`config.mk`:
```
export PLATFORM = sky130hd
export DESIGN_NAME = pipe_mem_arbiter
export DESIGN_NICKNAME = d
export VERILOG_FILES = /design/src/rtl/pipe_mem_arbiter_pkg.sv /design/src/rtl/pipe_mem_arbiter.sv
export SDC_FILE = /design/constraint.sdc
export NUM_CORES = 1
export LEC_CHECK = 0
export ABC_AREA = 1
export ABC_CLOCK_PERIOD_IN_PS = 5900
export CORE_UTILIZATION = 25
export CTS_CLUSTER_SIZE = 12
export DETAILED_ROUTE_END_ITERATION = 7
export DONT_BUFFER_PORTS = 1
export SYNTH_ARGS = -nofsm -noshare
export SYNTH_HDL_FRONTEND = slang
export SYNTH_SLANG_ARGS = --single-unit
```
`constraint.sdc`:
```
create_clock -name clock -period 5.9 [get_ports clock]
set_input_delay 1.18 -clock clock [delete_from_list [all_inputs] [get_ports clock]]
set_output_delay 1.18 -clock clock [all_outputs]
set_load 0.02 [all_outputs]
```
`src/rtl/pipe_mem_arbiter_pkg.sv`:
```
// Shared definitions for the unified instruction/data memory arbiter.
//   arb_state_t : sequencer states (IDLE, WAIT, RESP)
//   owner_t     : which requester owns the access in flight
//   AW_DEF/DW_DEF : default address / data widths
//   CNT_W       : width of the latency and starve counters
package pipe_mem_arbiter_pkg;

  localparam int AW_DEF = 32;
  localparam int DW_DEF = 32;
  localparam int CNT_W  = 4;

  typedef enum logic [1:0] {
    IDLE = 2'd0,
    WAIT = 2'd1,
    RESP = 2'd2
  } arb_state_t;

  typedef enum logic {
    OWN_IF = 1'b0,
    OWN_DM = 1'b1
  } owner_t;

endpackage

```
`src/rtl/pipe_mem_arbiter.sv`:
```
// Single-port memory arbiter/sequencer shared by the fetch stage (read-only)
// and the memory stage (load/store). Data accesses win arbitration, but after
// STARVE_LIM consecutive data grants with fetch waiting, fetch is forced.
//
// Ports:
//   clock, reset          : rising-edge clock, async active-high reset
//   if_req/if_addr        : fetch request (level) and address
//   if_rdata/if_valid     : fetched word and its one-cycle completion pulse
//   dm_req/dm_we/dm_addr/dm_wdata : data request, store flag, address, data
//   dm_rdata/dm_valid     : load data and one-cycle completion pulse
//   mem_en/mem_we/mem_addr/mem_wdata/mem_rdata : single-port RAM interface
//   stall_if/stall_mem    : pipeline freeze while a request is outstanding
module pipe_mem_arbiter
  import pipe_mem_arbiter_pkg::*;
#(
  parameter int AW         = AW_DEF,
  parameter int DW         = DW_DEF,
  parameter int MEM_LAT    = 2,
  parameter int STARVE_LIM = 4
) (
  input  logic          clock,
  input  logic          reset,
  input  logic          if_req,
  input  logic [AW-1:0] if_addr,
  output logic [DW-1:0] if_rdata,
  output logic          if_valid,
  input  logic          dm_req,
  input  logic          dm_we,
  input  logic [AW-1:0] dm_addr,
  input  logic [DW-1:0] dm_wdata,
  output logic [DW-1:0] dm_rdata,
  output logic          dm_valid,
  output logic          mem_en,
  output logic          mem_we,
  output logic [AW-1:0] mem_addr,
  output logic [DW-1:0] mem_wdata,
  input  logic [DW-1:0] mem_rdata,
  output logic          stall_if,
  output logic          stall_mem
);

  if (MEM_LAT < 1 || MEM_LAT > 15) begin : g_bad_mem_lat
    $error("pipe_mem_arbiter: MEM_LAT=%0d outside 1..15", MEM_LAT);
  end
  if (STARVE_LIM < 1 || STARVE_LIM > 15) begin : g_bad_starve_lim
    $error("pipe_mem_arbiter: STARVE_LIM=%0d outside 1..15", STARVE_LIM);
  end

  localparam logic [CNT_W-1:0] LAT_LOAD   = CNT_W'(MEM_LAT);
  localparam logic [CNT_W-1:0] STARVE_MAX = CNT_W'(STARVE_LIM);

  arb_state_t       state;
  owner_t           owner;
  logic [CNT_W-1:0] lat_cnt;
  logic [CNT_W-1:0] starve_cnt;
  logic             grant_if;

  // Saturating increment of the starve counter.
  function automatic logic [CNT_W-1:0] starve_inc(input logic [CNT_W-1:0] cnt);
    return (cnt >= STARVE_MAX) ? cnt : cnt + 1'b1;
  endfunction

  // Fetch wins when data is idle, or when fetch has been starved long enough.
  assign grant_if  = if_req & (~dm_req | (starve_cnt == STARVE_MAX));

  assign stall_if  = if_req & ~if_valid;
  assign stall_mem = dm_req & ~dm_valid;

  always_ff @(posedge clock or posedge reset) begin
    if (reset) begin
      state      <= IDLE;
      owner      <= OWN_IF;
      lat_cnt    <= '0;
      starve_cnt <= '0;
      mem_en     <= 1'b0;
      mem_we     <= 1'b0;
      mem_addr   <= '0;
      mem_wdata  <= '0;
      if_rdata   <= '0;
      dm_rdata   <= '0;
      if_valid   <= 1'b0;
      dm_valid   <= 1'b0;
    end else begin
      // Strobes are single-cycle; only the state that raises them sets them.
      mem_en   <= 1'b0;
      if_valid <= 1'b0;
      dm_valid <= 1'b0;
      case (state)
        // Arbitration: launch an access and arm the latency counter
        IDLE: begin
          if (grant_if) begin
            owner      <= OWN_IF;
            mem_addr   <= if_addr;
            mem_we     <= 1'b0;
            mem_en     <= 1'b1;
            lat_cnt    <= LAT_LOAD;
            starve_cnt <= '0;
            state      <= WAIT;
          end else if (dm_req) begin
            owner      <= OWN_DM;
            mem_addr   <= dm_addr;
            mem_we     <= dm_we;
            mem_wdata  <= dm_wdata;
            mem_en     <= 1'b1;
            lat_cnt    <= LAT_LOAD;
            starve_cnt <= if_req ? starve_inc(starve_cnt) : '0;
            state      <= WAIT;
          end
        end
        // Memory latency: capture read data on the final count
        WAIT: begin
          if (lat_cnt == '0) begin
            if (owner == OWN_IF) begin
              if_rdata <= mem_rdata;
              if_valid <= 1'b1;
            end else begin
              if (!mem_we) dm_rdata <= mem_rdata;
              dm_valid <= 1'b1;
            end
            state <= RESP;
          end else begin
            lat_cnt <= lat_cnt - 1'b1;
          end
        end
        // Response: the valid pulse is out; the requester's req is stale here
        RESP: state <= IDLE;
        default: state <= IDLE;
      endcase
    end
  end

endmodule

```
# After elaboration in Yosys (flattened, before gate mapping)
# Cells that the tools add are included.
[word_totals] ff_bits=143 elab_cells=69
[classes] add_sub_neg=2 n_lt_le_gt_ge=1 n_eq_ne=6 mux=27 bitwise=10 n_reduce_logical=11
[op_table] operator="$mux 32" count=2
[op_table] operator="$mux 4" count=7
[op_table] operator="$mux 1" count=13
[op_table] operator="$reduce_and 3->1" count=4
[op_table] operator="$pmux 4 s2" count=1
[op_table] operator="$mux 2" count=3
[op_table] operator="$ne 3x3->1 const B" count=2
[op_table] operator="$not 1->1" count=6
[op_table] operator="$add 4x1->4 const B" count=1
[op_table] operator="$eq 4x3->1 const B" count=1
[op_table] operator="$ge 4x3->1 const B" count=1
[op_table] operator="$logic_not 4->1" count=1
[op_table] operator="$ne 2x2->1 const B" count=2
[op_table] operator="$pmux 2 s2" count=1
[op_table] operator="$reduce_and 2->1" count=2
[op_table] operator="$reduce_and 4->1" count=1
[op_table] operator="$reduce_bool 2->1" count=2
[op_table] operator="$sub 4x1->4 const B" count=1
[op_table] operator="$and 1x1->1" count=3
[op_table] operator="$eq 2x1->1 const B" count=1
[op_table] operator="$logic_not 2->1" count=1
[op_table] operator="$or 1x1->1" count=1

# Logic depth before layout (Yosys ltp)
# Gate-level depths: netlist of the first run.
[logic_depth] word_depth=5 depth_mapped=10

# Worst setup path before layout of the first run
# No wires, ideal clock.
[synth_path] path_type="input port to output port" start="input port if_req" end="output port stall_if" arrival_time_ps=2001 required_ps=4720 path_slack_ps=2719 cell_stages=4 path_buffers=2 path_cell_list="buf_2 > clkbuf_1 > inv_1 > nor2_1"
[synth_via] elab_chain_len=1
[synth_rtl] item="from (decl)" line_no="pipe_mem_arbiter.sv:23" rtl="input logic if_req,"
[synth_rtl] item="$and 1x1->1" line_no="pipe_mem_arbiter.sv:66" rtl="assign stall_if = if_req & ~if_valid;"
[synth_rtl] item="to (decl)" line_no="pipe_mem_arbiter.sv:38" rtl="output logic stall_if,"
# Every way passes these cells.

# Final worst setup path of the first run
[layout_path] start="register starve_cnt[0]" end="register mem_wdata[2]"
[layout_via] elab_chain_len=5
[layout_rtl] item="from (decl)" line_no="pipe_mem_arbiter.sv:55" rtl="logic [CNT_W-1:0] starve_cnt;"
[layout_rtl] item="from (signal assigned)" line_no="pipe_mem_arbiter.sv:106" rtl="starve_cnt <= if_req ? starve_inc(starve_cnt) : '0;"
[layout_rtl] item="$eq 4x3->1" line_no="pipe_mem_arbiter.sv:64" rtl="assign grant_if = if_req & (~dm_req | (starve_cnt == STARVE_MAX));"
[layout_rtl] item="$or 1x1->1" line_no="pipe_mem_arbiter.sv:64"
[layout_rtl] item="$and 1x1->1" line_no="pipe_mem_arbiter.sv:64"
[layout_rtl] item="$not 1->1 (no source line)"
[layout_rtl] item="$reduce_and 3->1 (no source line)"
[layout_rtl] item="to (signal assigned)" line_no="pipe_mem_arbiter.sv:103" rtl="mem_wdata <= dm_wdata;"
[layout_rtl] item="to (decl)" line_no="pipe_mem_arbiter.sv:36" rtl="output logic [DW-1:0] mem_wdata,"
# Every way passes these cells.
# A chain may end at the register's enable or synchronous reset.

==> results of run 1 <==
==> cells in the mapped netlist, types with 4 or more instances <==
cell type	number	area share
o21ai_1	31	0.025
nand3_1	105	0.083
nor2_1	10	0.0059
inv_1	111	0.066
dfrtp_1	143	0.57
clkbuf_1	12	0.0071
ha_1	4	0.0079
o21ai_0	15	0.012
buf_2	18	0.014
buf_6	10	0.018
nand2_2	5	0.0050
o21ai_2	22	0.031
nand2_1	237	0.14
==> where the power goes <==
group / internal (mW) / switching (mW)
Clock: 0.709 / 0.444
Sequential: 1.46 / 0.931
Combinational: 0.332 / 0.590
==> state kept, by name (all words and copies together) (netlist names) <==
signal / count
dm_rdata: 32
if_rdata: 32
mem_addr: 32
mem_wdata: 32
lat_cnt: 4
starve_cnt: 4
state: 2
dm_valid: 1
if_valid: 1
mem_en: 1
mem_we: 1
owner: 1
==> logic make-up (layout without fill, tap and decap cells) <==
| group | count (synthesis) | count (layout) |
|---|---|---|
| buf+inv | 153 | 147 |
| fa+ha+maj | 4 | 4 |
| simple gates | 365 | 365 |
| flops | 143 | 143 |
| xor+xnor | 2 | 2 |
| compound gates | 71 | 71 |
==> area by class of cell <==
type / instances / share of cell area
timing repair buffer: 4 / 0.00422
sequential: 143 / 0.503
clock buffer: 18 / 0.0603
clock inverter: 13 / 0.0264
tap: 324 / 0.0569
inverter: 112 / 0.0598
multi-input combinational: 442 / 0.290
==> worst paths after layout <==
path                          startpoint  cells past startpoint            end
max in group asynchronous          reset                      2   mem_addr[12]
hold / removal             starve_cnt[1]                      2  starve_cnt[1]
setup reg to reg           starve_cnt[0]                      9   mem_wdata[2]
hold reg to reg            starve_cnt[1]                      2  starve_cnt[1]
setup / recovery           starve_cnt[0]                      9   mem_wdata[2]
min in group asynchronous          reset                      1   dm_rdata[31]
==> layer usage <==
metal / share of wire / up-vias / routed length [µm]
met2: 0.49 / 156 / 7720
met1: 0.42 / 2177 / 6660
met3: 0.069 / 24 / 1090
met5: 0 / - / 0
li1: - / 2241 / -
met4: 0.019 / 0 / 304
==> critical path, stage by stage, from the launching register on <==
cell     delay (ns)
dfrtp_1        0.39
inv_1          0.06
ha_1           0.18
nand3_1        0.13
nand2_2        0.41
nand2_2        0.77
buf_4          0.41
nand2_2        0.43
nand2_1        0.20
nand2_1        0.06
==> layout by cell type, fill, tap and decap left out, drive strengths merged <==
cell type,netlist,routed
nor3,2,2
dfrtp,143,143
a21oi,2,2
clkbuf,12,18
ha,4,4
o21ai,69,69
clkinv,0,4
xnor2,1,1
clkinvlp,0,3
xor2,1,1
inv,112,114
bufinv,0,4
nor2,13,13
nand4,2,2
buf,29,4
nand2,243,243
nand3,105,105
==> metrics by stage <==
stage               utilization  power [mW]  hold WS (ns)  cells
CTS                       0.290        4.54         0.521   1056
detailed placement        0.265        3.35         0.507   1025
finish                    0.290        4.46         0.516   1056
floorplan                     -        3.09         0.475    738
global route              0.290        4.76         0.542   1056
global placement          0.265        3.32         0.499   1025
==> out/results.ini, run 1 <==
[sta]
period_share=0.536
rsz0062_at_grt=no
setup_viol=0
slew_violations=0
min_period_ns=3.16
fin_ws_ns=2.74
finalHoldViolCount=0
timing.setup.tns_ns=0
skew_ns=0.0160
worstMarginPinSlew_ns=0.951
relSlewSlack=0.364
max_freq_mhz=316

[critical_path]
critPathArrivalTime_ns=3.46
end_kind=flip-flop
crit_type=flip-flop to flip-flop
critical_path_required_ns=6.20
reg2reg_slack_ns=2.74
crit_fanout=40
cp-start-kind=flip-flop

[clock_tree]
cts_sinks=143
postCtsHoldBufs=0
clockRootBuffer=clkbuf_16
cts_buffers=17
clk_latency_ns=0.41
postCtsResizedCells=0
cts_max_path_buffers=2
path_clk_slew_ns=0.06
postCtsSetupBuffers=0
h-tree-depth=4
cts_tree=done

[route]
first_pass_iters=5
drc_errors=0
drtAntennaViolNets=0
vias=4598
drtIter0Drc=388
wl_per_cell_um=14.9
finalWirelength_um=15800
detail_route.vias_per_cell=4.35

[floorplanning]
start_util=0.257
dieArea_um2=25900
rows=57
dieWidth_um=161
die_y_um=161
coreArea_um2=24500
io_pins=267

[logic_synthesis]
async_flop_share=1.00
synth_xor_area_frac=0.00277
synth-simple-area-share=0.245
synth-compound-area-share=0.0711
ys_types=24
synth-edff-count=0
synth.area.mux_share=0
synth_top_family_by_area=simple AND/OR/NAND/NOR gates
yosys_warnings=0
synthCells=738
yosys.area_share.adder=0.00792
synth_area_um2=6320
synth-main-ff-cell=dfrtp_1
ys_ff_latch=143
yosysSeqAreaShare=0.566
synth.avg_cell_area_um2=8.56
syn-num-nets=875

[finish]
register_area_um2=3580
multiInputGateArea_um2=2060
fillers=2593
nets=857
antennaDiodeCount=0
synthToLayoutAreaGrowth_pct=12.7
stdcell_area_um2=7120
drive_above_1_share=0.0929

[global_route]
globalRouteMet1Util=0.153
gr-total-overflow=0
grt_pass1_wl_um=25000
grt_pass1_vias=4632
grt_use_total=0.124
grtUsageMet2=0.200
use_met3=0.0398
busiest_layer=met2
grt_max_degree=91
antenna_found_initial=0

[pwr]
leakage_nw=3.81
max-vdd-ir-drop_uv=200
power_density_nw_per_um2=627

[hold_path]
hp-class=flip-flop to flip-flop

[placed_design]
dpl_cell_area_um2=6500
routabilityCongestion=0.762
dp_hpwl_um=10600
pre_cts_slack_ns=2.32
port_buffers=0

[status]
status=complete, no violations

[flow_run]
cap_violations=0

(Power assumes the default switching activity.)
==> run 2, diff against run 1 <==
--- a/config.mk
+++ b/config.mk
@@ -6,7 +6,7 @@
 export NUM_CORES = 1
 export LEC_CHECK = 0
 export ABC_AREA = 1
-export ABC_CLOCK_PERIOD_IN_PS = 5900
+export ABC_CLOCK_PERIOD_IN_PS = 3120
 export CORE_UTILIZATION = 25
 export CTS_CLUSTER_SIZE = 12
 export DETAILED_ROUTE_END_ITERATION = 7
==> constraint.sdc (replaced) <==
create_clock -name clock -period 3.12 [get_ports clock]
set_input_delay 0.624 -clock clock [delete_from_list [all_inputs] [get_ports clock]]
set_output_delay 0.624 -clock clock [all_outputs]
set_load 0.02 [all_outputs]
==> run 2 against run 1 <==
Effect of this change: register-to-register slack got worse by 1.8 ns; via count shrank 1.2%; count of clock-buffer cells in the layout up 2; critical endpoint is now mem_wdata[30].
==> out/results.ini, run 2 (synthesis gave the netlist of run 1 again) <==
[clock_tree]
path_clk_slew_ns=0.06  ; about the same
clockRootBuffer=clkbuf_16
postCtsHoldBufs=0  ; unchanged
cts_max_path_buffers=2  ; unchanged
cts_buffers=17  ; unchanged
clk_latency_ns=0.42  ; about the same
postCtsSetupBuffers=0  ; unchanged
cts_sinks=143  ; unchanged
postCtsResizedCells=0  ; unchanged
h-tree-depth=4  ; unchanged
cts_tree=done

[sta]
setup_viol=0  ; unchanged
max_freq_mhz=460  ; +45%
min_period_ns=2.18  ; -0.986 ns
fin_ws_ns=0.944  ; -1.79 ns
finalHoldViolCount=0  ; unchanged
holdWs_ns=0.304  ; -0.212 ns
slew_violations=0  ; unchanged
period_share=0.697  ; +0.161
relSlewSlack=0.468  ; +0.104
timing.setup.tns_ns=0  ; unchanged
worstMarginPinSlew_ns=0.798  ; -0.153 ns
skew_ns=0.0154  ; -0.000610 ns
rsz0062_at_grt=no

[floorplanning]
dieArea_um2=25900  ; unchanged
coreArea_um2=24500  ; unchanged
dieWidth_um=161  ; unchanged
start_util=0.257  ; unchanged
io_pins=267  ; unchanged
die_y_um=161  ; unchanged
rows=57  ; unchanged

[global_route]
grt_max_degree=144  ; +58%
gr-total-overflow=0  ; unchanged
grt_pass1_wl_um=24700  ; -1.3%
grt_use_total=0.123  ; -0.00112
grt_pass1_vias=4445  ; -4.0%
antenna_found_initial=0  ; unchanged

[finish]
mostFrequentLayoutCells=237 x nand2_1, 143 x dfrtp_1, 110 x inv_1
drive_above_1_share=0.0978  ; +0.00493
instances_no_fill=1060  ; +0.38%
stdcell_area_um2=7140  ; +0.26%
antennaDiodeCount=0  ; unchanged
synthToLayoutAreaGrowth_pct=13.0
nets=860  ; +0.35%
mostFrequentLayoutCell=nand2_1
fin_util=0.291  ; +0.000765

[route]
finalWirelength_um=15700  ; -0.63%
first_pass_iters=5  ; unchanged
wl_per_cell_um=14.8  ; -1.0%
drtIter0Drc=364  ; -6.2%
drc_errors=0  ; unchanged
vias=4543  ; -1.2%
detail_route.vias_per_cell=4.29  ; -1.6%
drtAntennaViolNets=0  ; unchanged

[pwr]
seqPwrFrac=0.543  ; +0.008
intPower_mw=4.63  ; +85%
power_density_nw_per_um2=1170  ; +86%
design_power_total_mw=8.32  ; +87%
p_comb_frac=0.212  ; +0.005
clkPwrFrac=0.246  ; -0.012
sw_frac_of_total=0.444  ; +0.00348
leakage_nw=3.82  ; +0.30%
max-vdd-ir-drop_uv=447  ; +120%
power_switching_mw=3.69  ; +88%

[critical_path]
reg2reg_slack_ns=0.94  ; -1.79 ns
end_kind=flip-flop
crit_type=flip-flop to flip-flop
rr_endpoint=mem_wdata[30]
critPathArrivalTime_ns=2.47  ; -0.99 ns
critical_path_required_ns=3.41  ; -2.79 ns
crit_fanout=33  ; -18%
reg2regPathDepth=8  ; -1
r2r_start=starve_cnt[0]
cp-start-kind=flip-flop

[placed_design]
routabilityCongestion=0.761  ; -0.12%
dp_hpwl_um=10500  ; -0.46%
dpl_cell_area_um2=6550  ; +0.71%
pre_cts_slack_ns=0.896  ; -1.43 ns
place_inst=1028  ; +0.29%
port_buffers=0  ; unchanged

[flow_run]
cap_violations=0  ; unchanged

[hold_path]
hp-class=input port to asynchronous set/reset pin

[status]
status=complete, no violations

run 2: cell count changes in the layout (fill, tap and decap cells not counted):
cell and change:
buf_4 +1, clkinv_2 +1, buf_12 +2, clkbuf_8 +2, clkinv_4 -1, bufinv_16 -2
clkinvlp_4 +1
run 2: how the worst max path moves through the flow:
stage	from	endpoint	slack, ns	cells after the start
after global routing	starve_cnt[0]	mem_wdata[0]	0.71	8
after CTS	starve_cnt[0]	mem_wdata[30]	0.86	8
final	starve_cnt[0]	mem_wdata[30]	0.94	8
after floorplan	reset	dm_rdata[0]	0.70	1
after detailed placement	starve_cnt[0]	mem_wdata[9]	0.90	8
after global placement	starve_cnt[0]	mem_wdata[8]	0.98	8
run 2: power by group through the flow:
stage / Combinational (mW) / Clock, mW / Sequential (mW)
finish: 1.76 / 2.05 / 4.52
detailed placement: 1.81 / 0 / 4.56
CTS: 1.81 / 2.13 / 4.54
global route: 2.10 / 2.18 / 4.62
global placement: 1.74 / 0 / 4.55
floorplan: 1.56 / 0 / 4.28
run 2: worst max-delay path, stage by stage, from the launching register on:
cell     delay, ns
dfrtp_1       0.38
inv_1         0.06
ha_1          0.19
nand3_1       0.13
nand2_2       0.08
nand2_2       0.44
nand2_2       0.53
nand2_1       0.19
nand2_1       0.07
run 2: layout make-up:
type	count	area, µm²
multi-input cells	442	2060
repair buffers	7	77.6
flip-flops and latches	143	3580
clock inverters	12	133
clock buffers	20	457
fillers	2627	17400
inverters	112	424
well taps	324	405
run 2: layer usage:
metal  track usage  vias to the layer above  share of wire
li1              -                     2249              -
met1         0.144                     2119           0.41
met2         0.205                      151           0.49
met3        0.0413                       24          0.073
met4        0.0485                        0          0.021
met5             0                        -              0
==> run 3, diff against run 2 <==
--- a/config.mk
+++ b/config.mk
@@ -6,7 +6,7 @@
 export NUM_CORES = 1
 export LEC_CHECK = 0
 export ABC_AREA = 1
-export ABC_CLOCK_PERIOD_IN_PS = 3120
+export ABC_CLOCK_PERIOD_IN_PS = 1850
 export CORE_UTILIZATION = 25
 export CTS_CLUSTER_SIZE = 12
 export DETAILED_ROUTE_END_ITERATION = 7
==> constraint.sdc (replaced) <==
create_clock -name clock -period 1.85 [get_ports clock]
set_input_delay 0.37 -clock clock [delete_from_list [all_inputs] [get_ports clock]]
set_output_delay 0.37 -clock clock [all_outputs]
set_load 0.02 [all_outputs]
==> run 3 against run 2 <==
Effect of this change: power increased by 72%; hold slack got worse by 0.22 ns; die area unchanged; flip-flop and latch count unchanged; sequential power increased by 68%; cell area increased by 3.3%; count of clock-buffer cells in the layout decreased by 3; non-clock buffer count increased by 16; register-to-register slack got worse by 0.75 ns; global-route usage increased by 0.30 points; critical path depth decreased by 6; critical path type is now flip-flop to output port; critical endpoint is now stall_mem.
==> out/results.ini, run 3 (synthesis gave the netlist of run 1 again) <==
[sta]
holdWs_ns=0.0886  ; -0.216 ns
slew_violations=0  ; unchanged
setup_viol=0  ; unchanged
relSlewSlack=0.563  ; +0.0945
timing.setup.tns_ns=0  ; unchanged
worstMarginPinSlew_ns=0.655  ; -0.143 ns
min_period_ns=1.70
rsz0062_at_grt=no
finalHoldViolCount=0  ; unchanged
max_freq_mhz=588
period_share=0.919
skew_ns=0.0115  ; -0.00388 ns

[hold_path]
whs_path_depth=2
hp-class=input port to flip-flop
holdCritStartpoint=dm_wdata[22]
min_to=mem_wdata[22]

[finish]
multiInputGateArea_um2=2060  ; unchanged
mostFrequentLayoutCells=237 x nand2_1, 143 x dfrtp_1, 110 x inv_1
antennaDiodeCount=0  ; unchanged
synthToLayoutAreaGrowth_pct=16.7
fillers=2618  ; -0.34%
fin_util=0.301  ; +0.00964
register_area_um2=3580  ; unchanged
drive_above_1_share=0.117  ; +0.0192
mostFrequentLayoutCell=nand2_1
nets=876  ; +1.9%

[floorplanning]
start_util=0.257  ; unchanged
rows=57  ; unchanged
dieArea_um2=25900  ; unchanged
die_y_um=161  ; unchanged
io_pins=267  ; unchanged
dieWidth_um=161  ; unchanged
coreArea_um2=24500  ; unchanged

[route]
vias=4633  ; +2.0%
finalWirelength_um=15900  ; +1.3%
drtIter0Drc=328  ; -9.9%
wl_per_cell_um=14.8  ; -0.18%
detail_route.vias_per_cell=4.31  ; +0.46%
drc_errors=0  ; unchanged
drtAntennaViolNets=0  ; unchanged
first_pass_iters=4  ; -1

[clock_tree]
cts_tree=done
cts_sinks=143  ; unchanged
path_clk_slew_ns=0.07  ; about the same
cts_max_path_buffers=2  ; unchanged
clk_latency_ns=0.42  ; about the same
postCtsResizedCells=0  ; unchanged
cts_buffers=17  ; unchanged
clockRootBuffer=clkbuf_16
postCtsSetupBuffers=0  ; unchanged
postCtsHoldBufs=1  ; +1
h-tree-depth=4  ; unchanged

[placed_design]
dp_hpwl_um=11400  ; +8.4%
routabilityCongestion=0.757  ; -0.46%
port_buffers=0  ; unchanged

[global_route]
globalRouteMet1Util=0.139  ; -0.00527
antenna_found_initial=0  ; unchanged
grt_use_total=0.126  ; +0.00301
use_met3=0.0452  ; +0.00387
grtUsageMet2=0.213  ; +0.00764
grt_pass1_vias=4674  ; +5.2%
grt_pass1_wl_um=25200  ; +1.8%
busiest_layer=met2
grt_max_degree=38  ; -74%
gr-total-overflow=0  ; unchanged

[critical_path]
r2r_start=lat_cnt[0]
rr_endpoint=if_rdata[29]
reg2reg_slack_ns=0.19  ; -0.75 ns
critical_path_required_ns=1.48  ; -1.93 ns
reg2regPathDepth=8  ; unchanged
crit_fanout=2  ; -94%
crit_chain=nor2_1 -> buf_4
end_kind=output port
critPathArrivalTime_ns=1.33  ; -1.14 ns
crit_type=flip-flop to output port
worst_path_max_delay_cell=dfrtp_1
max_stage_delay_ns=0.49  ; -0.04 ns
cp-start-kind=flip-flop

[flow_run]
cap_violations=0  ; unchanged

[pwr]
power_density_nw_per_um2=1940  ; +66%
leakage_nw=3.93  ; +2.9%
max-vdd-ir-drop_uv=540  ; +21%

[status]
status=complete, no violations

==> run 3: per-layer routing <==
layer | wire length, µm | vias up
met2 | 8020 | 163
met4 | 480 | 0
li1 | - | 2279
met5 | 0 | -
met3 | 1100 | 24
met1 | 6280 | 2167
==> run 3: where the power goes <==
part / internal [mW] / total, mW / switching [mW]
combinational: 1.26 / 3.21 / 1.95
clock: 2.03 / 3.52 / 1.49
sequential: 4.64 / 7.59 / 2.94
==> run 3: critical path: cells and delay by family, from the launching register on <==
kind | cells | cell delay, ns
simple gates | 1 | 0.23
flops | 1 | 0.49
buf+inv | 1 | 0.19
==> run 3: final cells by class <==
| class | count | area share |
|---|---|---|
| Multi-Input combinational cell | 442 | 0.280 |
| Clock inverter | 15 | 0.0241 |
| Tap cell | 324 | 0.0550 |
| Sequential cell | 143 | 0.485 |
| Inverter | 112 | 0.0575 |
| Timing Repair Buffer | 23 | 0.0407 |
| Clock buffer | 17 | 0.0577 |
==> run 3: worst max-delay path by stage <==
stage | start | end | slack (ns) | cells after the start
after floorplan | reset | dm_rdata[0] | -0.31 | 1
after global placement | lat_cnt[0] | if_rdata[24] | 0.23 | 8
after detailed placement | lat_cnt[0] | if_rdata[2] | 0.19 | 8
after CTS | dm_valid | stall_mem | 0.11 | 2
after global routing | lat_cnt[0] | if_rdata[17] | 0.05 | 8
final | dm_valid | stall_mem | 0.15 | 2
==> run 3: metrics by stage <==
| step | setup WS [ns] | instance area (µm²) | std cells | power [mW] |
|---|---|---|---|---|
| after CTS | 0.110 | 7370 | 1076 | 14.6 |
| after detailed placement | 0.190 | 6760 | 1043 | 10.9 |
| after floorplan | -0.311 | 6320 | 738 | 9.84 |
| after global routing | 0.0452 | 7370 | 1076 | 15.3 |
| final | 0.150 | 7370 | 1076 | 14.3 |
| after global placement | 0.233 | 6760 | 1043 | 10.8 |
